$ cat config.mk
export PLATFORM = sky130hd
export DESIGN_NAME = line_mem_responder_flat
export DESIGN_NICKNAME = d
export VERILOG_FILES = /design/src/rtl/line_mem_responder_if.sv /design/src/rtl/line_mem_responder.sv /design/src/flat_wrapper.sv
export SDC_FILE = /design/constraint.sdc
export NUM_CORES = 1
export LEC_CHECK = 0
export ABC_CLOCK_PERIOD_IN_PS = 7100
export CORE_AREA = 3 3 288 290
export CTS_CLUSTER_SIZE = 8
export DETAILED_ROUTE_END_ITERATION = 8
export DIE_AREA = 0 0 291 293
export MAX_ROUTING_LAYER = met4
export PLACE_DENSITY = 0.45
export SLEW_MARGIN = 20
export SYNTH_ARGS = -nofsm -noshare
export SYNTH_HDL_FRONTEND = slang
export SYNTH_SLANG_ARGS = --single-unit
export TNS_END_PERCENT = 20
$ cat constraint.sdc
create_clock -name clk -period 7.1 [get_ports clk]
set_clock_uncertainty 0.1 [all_clocks]
set_input_delay 1.42 -clock clk [delete_from_list [all_inputs] [get_ports clk]]
set_output_delay 1.42 -clock clk [all_outputs]
set_load 0.005 [all_outputs]
$ cat src/rtl/line_mem_responder_if.sv
// Cache-line request/response bus plus the burst memory port of line_mem_responder.
// master = cache controller and memory model side, slave = the responder.
interface line_mem_responder_if #(
  parameter int LINE_BITS = 256,
  parameter int BEAT_BITS = 64
);
  logic                   req_valid;
  logic                   req_ready;
  logic                   req_read;
  logic                   req_write;
  logic [31:0]            req_address;
  logic [LINE_BITS/8-1:0] req_byte_enable;
  logic [LINE_BITS-1:0]   req_wdata;
  logic                   resp_done;
  logic [LINE_BITS-1:0]   resp_rdata;
  logic                   pmem_read;
  logic                   pmem_write;
  logic [31:0]            pmem_address;
  logic [BEAT_BITS-1:0]   pmem_wdata;
  logic [BEAT_BITS-1:0]   pmem_rdata;
  logic                   pmem_resp;

  modport master (
    output req_valid, req_read, req_write, req_address, req_byte_enable, req_wdata,
    output pmem_rdata, pmem_resp,
    input  req_ready, resp_done, resp_rdata,
    input  pmem_read, pmem_write, pmem_address, pmem_wdata
  );

  modport slave (
    input  req_valid, req_read, req_write, req_address, req_byte_enable, req_wdata,
    input  pmem_rdata, pmem_resp,
    output req_ready, resp_done, resp_rdata,
    output pmem_read, pmem_write, pmem_address, pmem_wdata
  );
endinterface

$ cat src/rtl/line_mem_responder.sv
// Converts one cache-line request at a time into BEATS-beat memory bursts.
// Define LINE_MEM_RMW_EN to build the read-merge-write path for partial writes.
module line_mem_responder #(
  parameter int LINE_BITS = 256,
  parameter int BEAT_BITS = 64
) (
  input logic                 clk,
  input logic                 rst_n,
  line_mem_responder_if.slave bus
);

  localparam int BEATS = LINE_BITS / BEAT_BITS;
  localparam int BYTES = LINE_BITS / 8;
  localparam int OFF   = $clog2(BYTES);
  localparam int BW    = $clog2(BEATS);
  localparam logic [BW-1:0] LAST_BEAT = BW'(BEATS - 1);

  typedef enum logic [1:0] {
    IDLE     = 2'd0,
    RD_BURST = 2'd1,
    WR_BURST = 2'd2,
    DONE     = 2'd3
  } state_t;

  state_t               state_q, state_d;
  logic [BW-1:0]        beat_q, beat_d;
  logic [31:0]          addr_q, addr_d;
  logic [LINE_BITS-1:0] buf_q, buf_d;
  logic [BEAT_BITS-1:0] pmem_wdata_q, pmem_wdata_d;
  logic                 req_ready_q, req_ready_d;
  logic                 resp_done_q, resp_done_d;
  logic                 pmem_read_q, pmem_read_d;
  logic                 pmem_write_q, pmem_write_d;

`ifdef LINE_MEM_RMW_EN
  logic                 merge_q, merge_d;
  logic [BYTES-1:0]     be_q, be_d;
  logic [LINE_BITS-1:0] wdata_q, wdata_d;

  // Overlay enabled bytes of new_line onto the line read back from memory.
  function automatic logic [LINE_BITS-1:0] merge_line(
    input logic [LINE_BITS-1:0] mem_line,
    input logic [LINE_BITS-1:0] new_line,
    input logic [BYTES-1:0]     be
  );
    logic [LINE_BITS-1:0] m;
    m = mem_line;
    for (int i = 0; i < BYTES; i++) begin
      m[8*i +: 8] = be[i] ? new_line[8*i +: 8] : mem_line[8*i +: 8];
    end
    return m;
  endfunction
`endif

  // Next-state, beat counter, line buffer and next output values.
  always_comb begin
    state_d      = state_q;
    beat_d       = beat_q;
    addr_d       = addr_q;
    buf_d        = buf_q;
    pmem_wdata_d = pmem_wdata_q;
`ifdef LINE_MEM_RMW_EN
    merge_d      = merge_q;
    be_d         = be_q;
    wdata_d      = wdata_q;
`endif

    case (state_q)
      IDLE: begin
        if (bus.req_valid && (bus.req_read || bus.req_write)) begin
          addr_d = {bus.req_address[31:OFF], {OFF{1'b0}}};
          beat_d = '0;
          // A request with both read and write set is treated as a write.
          if (bus.req_write) begin
            if (bus.req_byte_enable == '0) begin
              state_d = DONE;
            end else begin
`ifdef LINE_MEM_RMW_EN
              be_d    = bus.req_byte_enable;
              wdata_d = bus.req_wdata;
              if (&bus.req_byte_enable) begin
                state_d = WR_BURST;
                buf_d   = bus.req_wdata;
                merge_d = 1'b0;
              end else begin
                state_d = RD_BURST;
                merge_d = 1'b1;
              end
`else
              state_d = WR_BURST;
              buf_d   = bus.req_wdata;
`endif
            end
          end else begin
            state_d = RD_BURST;
`ifdef LINE_MEM_RMW_EN
            merge_d = 1'b0;
`endif
          end
        end else begin
          state_d = IDLE;
        end
      end

      RD_BURST: begin
        if (bus.pmem_resp) begin
          buf_d[int'(beat_q)*BEAT_BITS +: BEAT_BITS] = bus.pmem_rdata;
          if (beat_q == LAST_BEAT) begin
            beat_d = '0;
`ifdef LINE_MEM_RMW_EN
            if (merge_q) begin
              buf_d   = merge_line(buf_d, wdata_q, be_q);
              merge_d = 1'b0;
              state_d = WR_BURST;
            end else begin
              state_d = DONE;
            end
`else
            state_d = DONE;
`endif
          end else begin
            beat_d = beat_q + BW'(1);
          end
        end else begin
          state_d = RD_BURST;
        end
      end

      WR_BURST: begin
        if (bus.pmem_resp) begin
          if (beat_q == LAST_BEAT) begin
            beat_d  = '0;
            state_d = DONE;
          end else begin
            beat_d = beat_q + BW'(1);
          end
        end else begin
          state_d = WR_BURST;
        end
      end

      DONE: begin
        state_d = IDLE;
      end

      default: begin
        state_d = IDLE;
        beat_d  = '0;
      end
    endcase

    // Outputs are registered, so they are decoded from the state being entered.
    if (state_d == WR_BURST) begin
      pmem_wdata_d = buf_d[int'(beat_d)*BEAT_BITS +: BEAT_BITS];
    end else begin
      pmem_wdata_d = pmem_wdata_q;
    end
    req_ready_d  = (state_d == IDLE);
    resp_done_d  = (state_d == DONE);
    pmem_read_d  = (state_d == RD_BURST);
    pmem_write_d = (state_d == WR_BURST);
  end

  // State and output registers with synchronous active-low reset.
  always_ff @(posedge clk) begin
    if (!rst_n) begin
      state_q      <= IDLE;
      beat_q       <= '0;
      addr_q       <= 32'h0000_0000;
      buf_q        <= '0;
      pmem_wdata_q <= '0;
      req_ready_q  <= 1'b1;
      resp_done_q  <= 1'b0;
      pmem_read_q  <= 1'b0;
      pmem_write_q <= 1'b0;
`ifdef LINE_MEM_RMW_EN
      merge_q      <= 1'b0;
      be_q         <= '0;
      wdata_q      <= '0;
`endif
    end else begin
      state_q      <= state_d;
      beat_q       <= beat_d;
      addr_q       <= addr_d;
      buf_q        <= buf_d;
      pmem_wdata_q <= pmem_wdata_d;
      req_ready_q  <= req_ready_d;
      resp_done_q  <= resp_done_d;
      pmem_read_q  <= pmem_read_d;
      pmem_write_q <= pmem_write_d;
`ifdef LINE_MEM_RMW_EN
      merge_q      <= merge_d;
      be_q         <= be_d;
      wdata_q      <= wdata_d;
`endif
    end
  end

  assign bus.req_ready    = req_ready_q;
  assign bus.resp_done    = resp_done_q;
  assign bus.resp_rdata   = buf_q;
  assign bus.pmem_read    = pmem_read_q;
  assign bus.pmem_write   = pmem_write_q;
  assign bus.pmem_address = addr_q;
  assign bus.pmem_wdata   = pmem_wdata_q;

endmodule

$ cat src/flat_wrapper.sv
// flat-port wrapper written by rule: the top's interface ports become plain ports
module line_mem_responder_flat 
#(
  parameter int LINE_BITS = 256,
  parameter int BEAT_BITS = 64
)
  (clk, rst_n, bus_req_valid, bus_req_read, bus_req_write, bus_req_address, bus_req_byte_enable, bus_req_wdata, bus_pmem_rdata, bus_pmem_resp, bus_req_ready, bus_resp_done, bus_resp_rdata, bus_pmem_read, bus_pmem_write, bus_pmem_address, bus_pmem_wdata);
  line_mem_responder_if #(.LINE_BITS(LINE_BITS), .BEAT_BITS(BEAT_BITS)) bus_i ();
  input logic clk;
  input logic rst_n;
  input wire logic [$bits(bus_i.req_valid)-1:0] bus_req_valid;
  input wire logic [$bits(bus_i.req_read)-1:0] bus_req_read;
  input wire logic [$bits(bus_i.req_write)-1:0] bus_req_write;
  input wire logic [$bits(bus_i.req_address)-1:0] bus_req_address;
  input wire logic [$bits(bus_i.req_byte_enable)-1:0] bus_req_byte_enable;
  input wire logic [$bits(bus_i.req_wdata)-1:0] bus_req_wdata;
  input wire logic [$bits(bus_i.pmem_rdata)-1:0] bus_pmem_rdata;
  input wire logic [$bits(bus_i.pmem_resp)-1:0] bus_pmem_resp;
  output wire logic [$bits(bus_i.req_ready)-1:0] bus_req_ready;
  output wire logic [$bits(bus_i.resp_done)-1:0] bus_resp_done;
  output wire logic [$bits(bus_i.resp_rdata)-1:0] bus_resp_rdata;
  output wire logic [$bits(bus_i.pmem_read)-1:0] bus_pmem_read;
  output wire logic [$bits(bus_i.pmem_write)-1:0] bus_pmem_write;
  output wire logic [$bits(bus_i.pmem_address)-1:0] bus_pmem_address;
  output wire logic [$bits(bus_i.pmem_wdata)-1:0] bus_pmem_wdata;
  assign bus_i.req_valid = bus_req_valid;
  assign bus_i.req_read = bus_req_read;
  assign bus_i.req_write = bus_req_write;
  assign bus_i.req_address = bus_req_address;
  assign bus_i.req_byte_enable = bus_req_byte_enable;
  assign bus_i.req_wdata = bus_req_wdata;
  assign bus_i.pmem_rdata = bus_pmem_rdata;
  assign bus_i.pmem_resp = bus_pmem_resp;
  assign bus_req_ready = bus_i.req_ready;
  assign bus_resp_done = bus_i.resp_done;
  assign bus_resp_rdata = bus_i.resp_rdata;
  assign bus_pmem_read = bus_i.pmem_read;
  assign bus_pmem_write = bus_i.pmem_write;
  assign bus_pmem_address = bus_i.pmem_address;
  assign bus_pmem_wdata = bus_i.pmem_wdata;
  line_mem_responder #(.LINE_BITS(LINE_BITS), .BEAT_BITS(BEAT_BITS)) u_core (.clk(clk), .rst_n(rst_n), .bus(bus_i));
endmodule
==> run_results.csv <==
group,metric,value,unit
final_layout,drive_gt1_share,7.347,%
synth,synthFlopType,"dfxtp_1",
power_and_ir_drop,power_density,230.0,mW/mm²
flow_run,cap_violations,0,
synth,synth.cell_area,0.01584,mm²
clock_tree,clkTransAtPathRegs,0.05,ns
critical_path,startpoint,"bus_req_byte_enable[26]",
place,io_buffers,735,
min_path,hold_path.class,"register to register",
grt,antenna_found_initial,13,
critical_path,timing.rr.start,"u_core.state_q[0]$_SDFF_PN0_",
synth,yosysUniqueCellTypes,52,
run_status,status,"finished, final reports clean",
grt,grt-ovfl-total,0,
synth,syn_inst,1673,
floorplan,io_pins,746,
routing,drc_errors,0,
critical_path,worst-setup-path-type,"primary input to register",
synth,yosys-top-cells-area,"dfxtp_1 45%, nor2b_1 8.9%, a222oi_1 6.5%",
critical_path,cpLargestDelayFamily,"buffers and inverters",
critical_path,worstReg2RegEnd,"u_core.bus.pmem_wdata[56]$_SDFFE_PN0P_",
critical_path,cp_cell_sequence,"clkdlybuf4s50_1, nor4_1, nand4_1, or2_1, buf_4, o21ai_4, buf_4, a21oi_1, mux2_2, a221oi_1",
synth,async_reset_ff_share,0,%
grt,grt_pass1_wl,126.4,mm
floorplan,core_area,0.08055,mm²
final_layout,synthToLayoutAreaGrowth,62.86,%
final_layout,final_nets,2732,
critical_path,worst-path-stages,10,
critical_path,endpoint,"u_core.bus.pmem_wdata[63]$_SDFFE_PN0P_",
place,hpwl,62.32,mm
floorplan,num_rows,104,
synth,synthTopCellsByCount,"355 x dfxtp_1, 225 x nor2b_1, 149 x a21oi_1",
sta,report.final.slew_viol_count,0,
critical_path,cp_common_cell,"buf_4",
clock_tree,cts_root_buffer,"clkbuf_16",
critical_path,r2r_setup_slack,3.12,ns
sta,fmaxAchievable,0.2124,GHz
critical_path,cp.arrival,5.08,ns
sta,fin_tns_setup,0,ns
critical_path,start_kind,"primary input",
sta,relSlewSlack,34.89,%
grt,grt_max_degree,180,
floorplan,die-area,0.08526,mm²
routing,drt_iter0_drc,1549,
critical_path,crit_fanout,25,
power_and_ir_drop,p_leak,8.962,nW
sta,finalCritPeriodShare,66.31,%
clock_tree,cts_max_level,2,
power_and_ir_drop,p_int,4.211,mW
clock_tree,cts_tree,"done",
power_and_ir_drop,seqPwrFrac,37.8,%
synth,yosysMostFrequentCell,"dfxtp_1",
routing,ant_nets,0,
clock_tree,clkSinkCount,355,
synth,seq_area_frac_synth,44.87,%
sta,period_needed,4.708,ns
clock_tree,clk_latency,0.59,ns
synth,synth_area_leader_cell,"dfxtp_1",
clock_tree,cts_setup_buffers,0,
floorplan,die_w,291,µm
power_and_ir_drop,swShare,29.01,%
grt,grt_pass1_vias,17510,
critical_path,cp_data_required_time,7.47,ns
routing,vias_per_cell,4.973,
power_and_ir_drop,ir_worst_vdd,143.3,µV
floorplan,die_h,293,µm
synth,yosysTopAreaCellShare,44.87,%
sta,finalSetupViolCount,0,
sta,rsz0062_at_grt,"no",
critical_path,max_stage_delay,0.69,ns
critical_path,critPathBufInv,3,
sta,worst_pin_slew,0.9766,ns
routing,wire_per_inst,26.19,µm
grt,grt_usage,20.36,%
routing,via_count,16970,
place,place.gp.congestion,0.8189,
clock_tree,clockBufferDepth,3,
synth,post_synth.cell_area_avg,9.467,µm²
power_and_ir_drop,p_clk_share,38.3,%
synth,synth-seq-cells,355,
critical_path,endpoint_kind,"register",
min_path,min_delay_path_depth,2,
routing,wirelength,89.39,mm
routing,dr.pass1.iters,7,
synth,synth_edf_count,0,
clock_tree,cts_buffers,51,
synth,synth_warnings,0,
power_and_ir_drop,p_comb_share,23.9,%
sta,holdWs,0.3685,ns
clock_tree,cts_hold_buf,0,
critical_path,slowest_stage,"o21ai_4",
sta,hold_viol_final,0,
power_and_ir_drop,power_switching,1.721,mW
clock_tree,cts_resized,0,
critical_path,worstRegToRegCells,11,
floorplan,initial_core_util,19.66,%
## through the flow
stage / instances / worst slack [ns] / area (µm²) / total power, mW / utilization [%]
6_report: 3413 / 2.392 / 25790 / 5.932 / 32.02
5_1_grt: 3413 / 2.156 / 25790 / 6.202 / 32.02
4_1_cts: 3401 / 2.370 / 25760 / 6.021 / 31.99
3_5_place_dp: 3339 / 1.761 / 24360 / 3.702 / 30.24
3_3_place_gp: 3339 / 1.723 / 24360 / 3.695 / 30.24
2_1_floorplan: 1677 / 3.607 / 15850 / 2.815 / -
## how the worst min path moves through the flow
stage / endpoint / start
global route: u_core.bus.pmem_address[17]$_SDFFE_PN0P_ / u_core.bus.pmem_address[17]$_SDFFE_PN0P_
floorplan: u_core.bus.pmem_address[10]$_SDFFE_PN0P_ / u_core.bus.pmem_address[10]$_SDFFE_PN0P_
finish: u_core.bus.pmem_address[9]$_SDFFE_PN0P_ / u_core.bus.pmem_address[9]$_SDFFE_PN0P_
CTS: u_core.bus.pmem_address[12]$_SDFFE_PN0P_ / u_core.bus.pmem_address[12]$_SDFFE_PN0P_
detailed placement: u_core.bus.pmem_address[12]$_SDFFE_PN0P_ / u_core.bus.pmem_address[12]$_SDFFE_PN0P_
global placement: u_core.bus.pmem_address[7]$_SDFFE_PN0P_ / u_core.bus.pmem_address[7]$_SDFFE_PN0P_
## placed cells by master, fill, tap and decap left out, drive strengths merged, types with 31 or more instances in the layout
cell type and instances:
clkdlybuf4s50 734, a222oi 103, buf 39, and2 31, a21oi 149, a221oi 32, clkbuf 60, nor2b 225
a22o 111, dfxtp 355, a21boi 42, o21ai 55, nand2 130, mux2 50
## cell families after synthesis
group	count (synthesis)	share of synthesized area, %
buffers and inverters	178	4.511
and+or+nand+nor	444	15.48
muxes	51	3.618
DFF	355	44.87
adders and majority gates	10	0.7900
AOI/OAI and AO/OA	634	30.71
other	1	0.02368
## sequential cells by signal (all words and copies together) (netlist names)
name / cells
u_core.bus.resp_rdata: 256
u_core.bus.pmem_wdata: 64
u_core.bus.pmem_address: 27
u_core.beat_q: 2
u_core.state_q: 2
u_core.bus.pmem_read: 1
u_core.bus.pmem_write: 1
u_core.bus.req_ready: 1
u_core.bus.resp_done: 1
## worst min-delay path: stages (launching register included)
cell and delay (ns):
dfxtp_1 0.30, nand2_1 0.05, a21boi_0 0.06
## final cells by class
cell class | instances | area, µm²
Antenna cell | 12 | 30.03
Sequential cell | 355 | 7107
Clock buffer | 59 | 1348
Multi-Input combinational cell | 1144 | 8139
Tap cell | 1060 | 1326
Fill cell | 8305 | 54750
Timing Repair Buffer | 774 | 7766
Clock inverter | 3 | 55.05
Inverter | 6 | 22.52
## power groups by stage
stage / logic [mW] / registers, mW / clock network (mW)
2_1_floorplan: 0.537 / 2.28 / 0
3_3_place_gp: 1.42 / 2.28 / 0
3_5_place_dp: 1.42 / 2.28 / 0
4_1_cts: 1.43 / 2.24 / 2.35
5_1_grt: 1.51 / 2.26 / 2.44
6_report: 1.42 / 2.24 / 2.27
## metal layers
| layer | vias to the layer above | wire length [µm] | GRT usage (%) |
|---|---|---|---|
| li1 | 7668 | - | - |
| met1 | 8396 | 35170 | 23.10 |
| met2 | 803 | 44730 | 35.15 |
| met3 | 107 | 7535 | 5.631 |
| met4 | 0 | 1947 | 5.651 |
| met5 | - | 0 | - |
No activity file was read; power rests on OpenSTA's default activity.
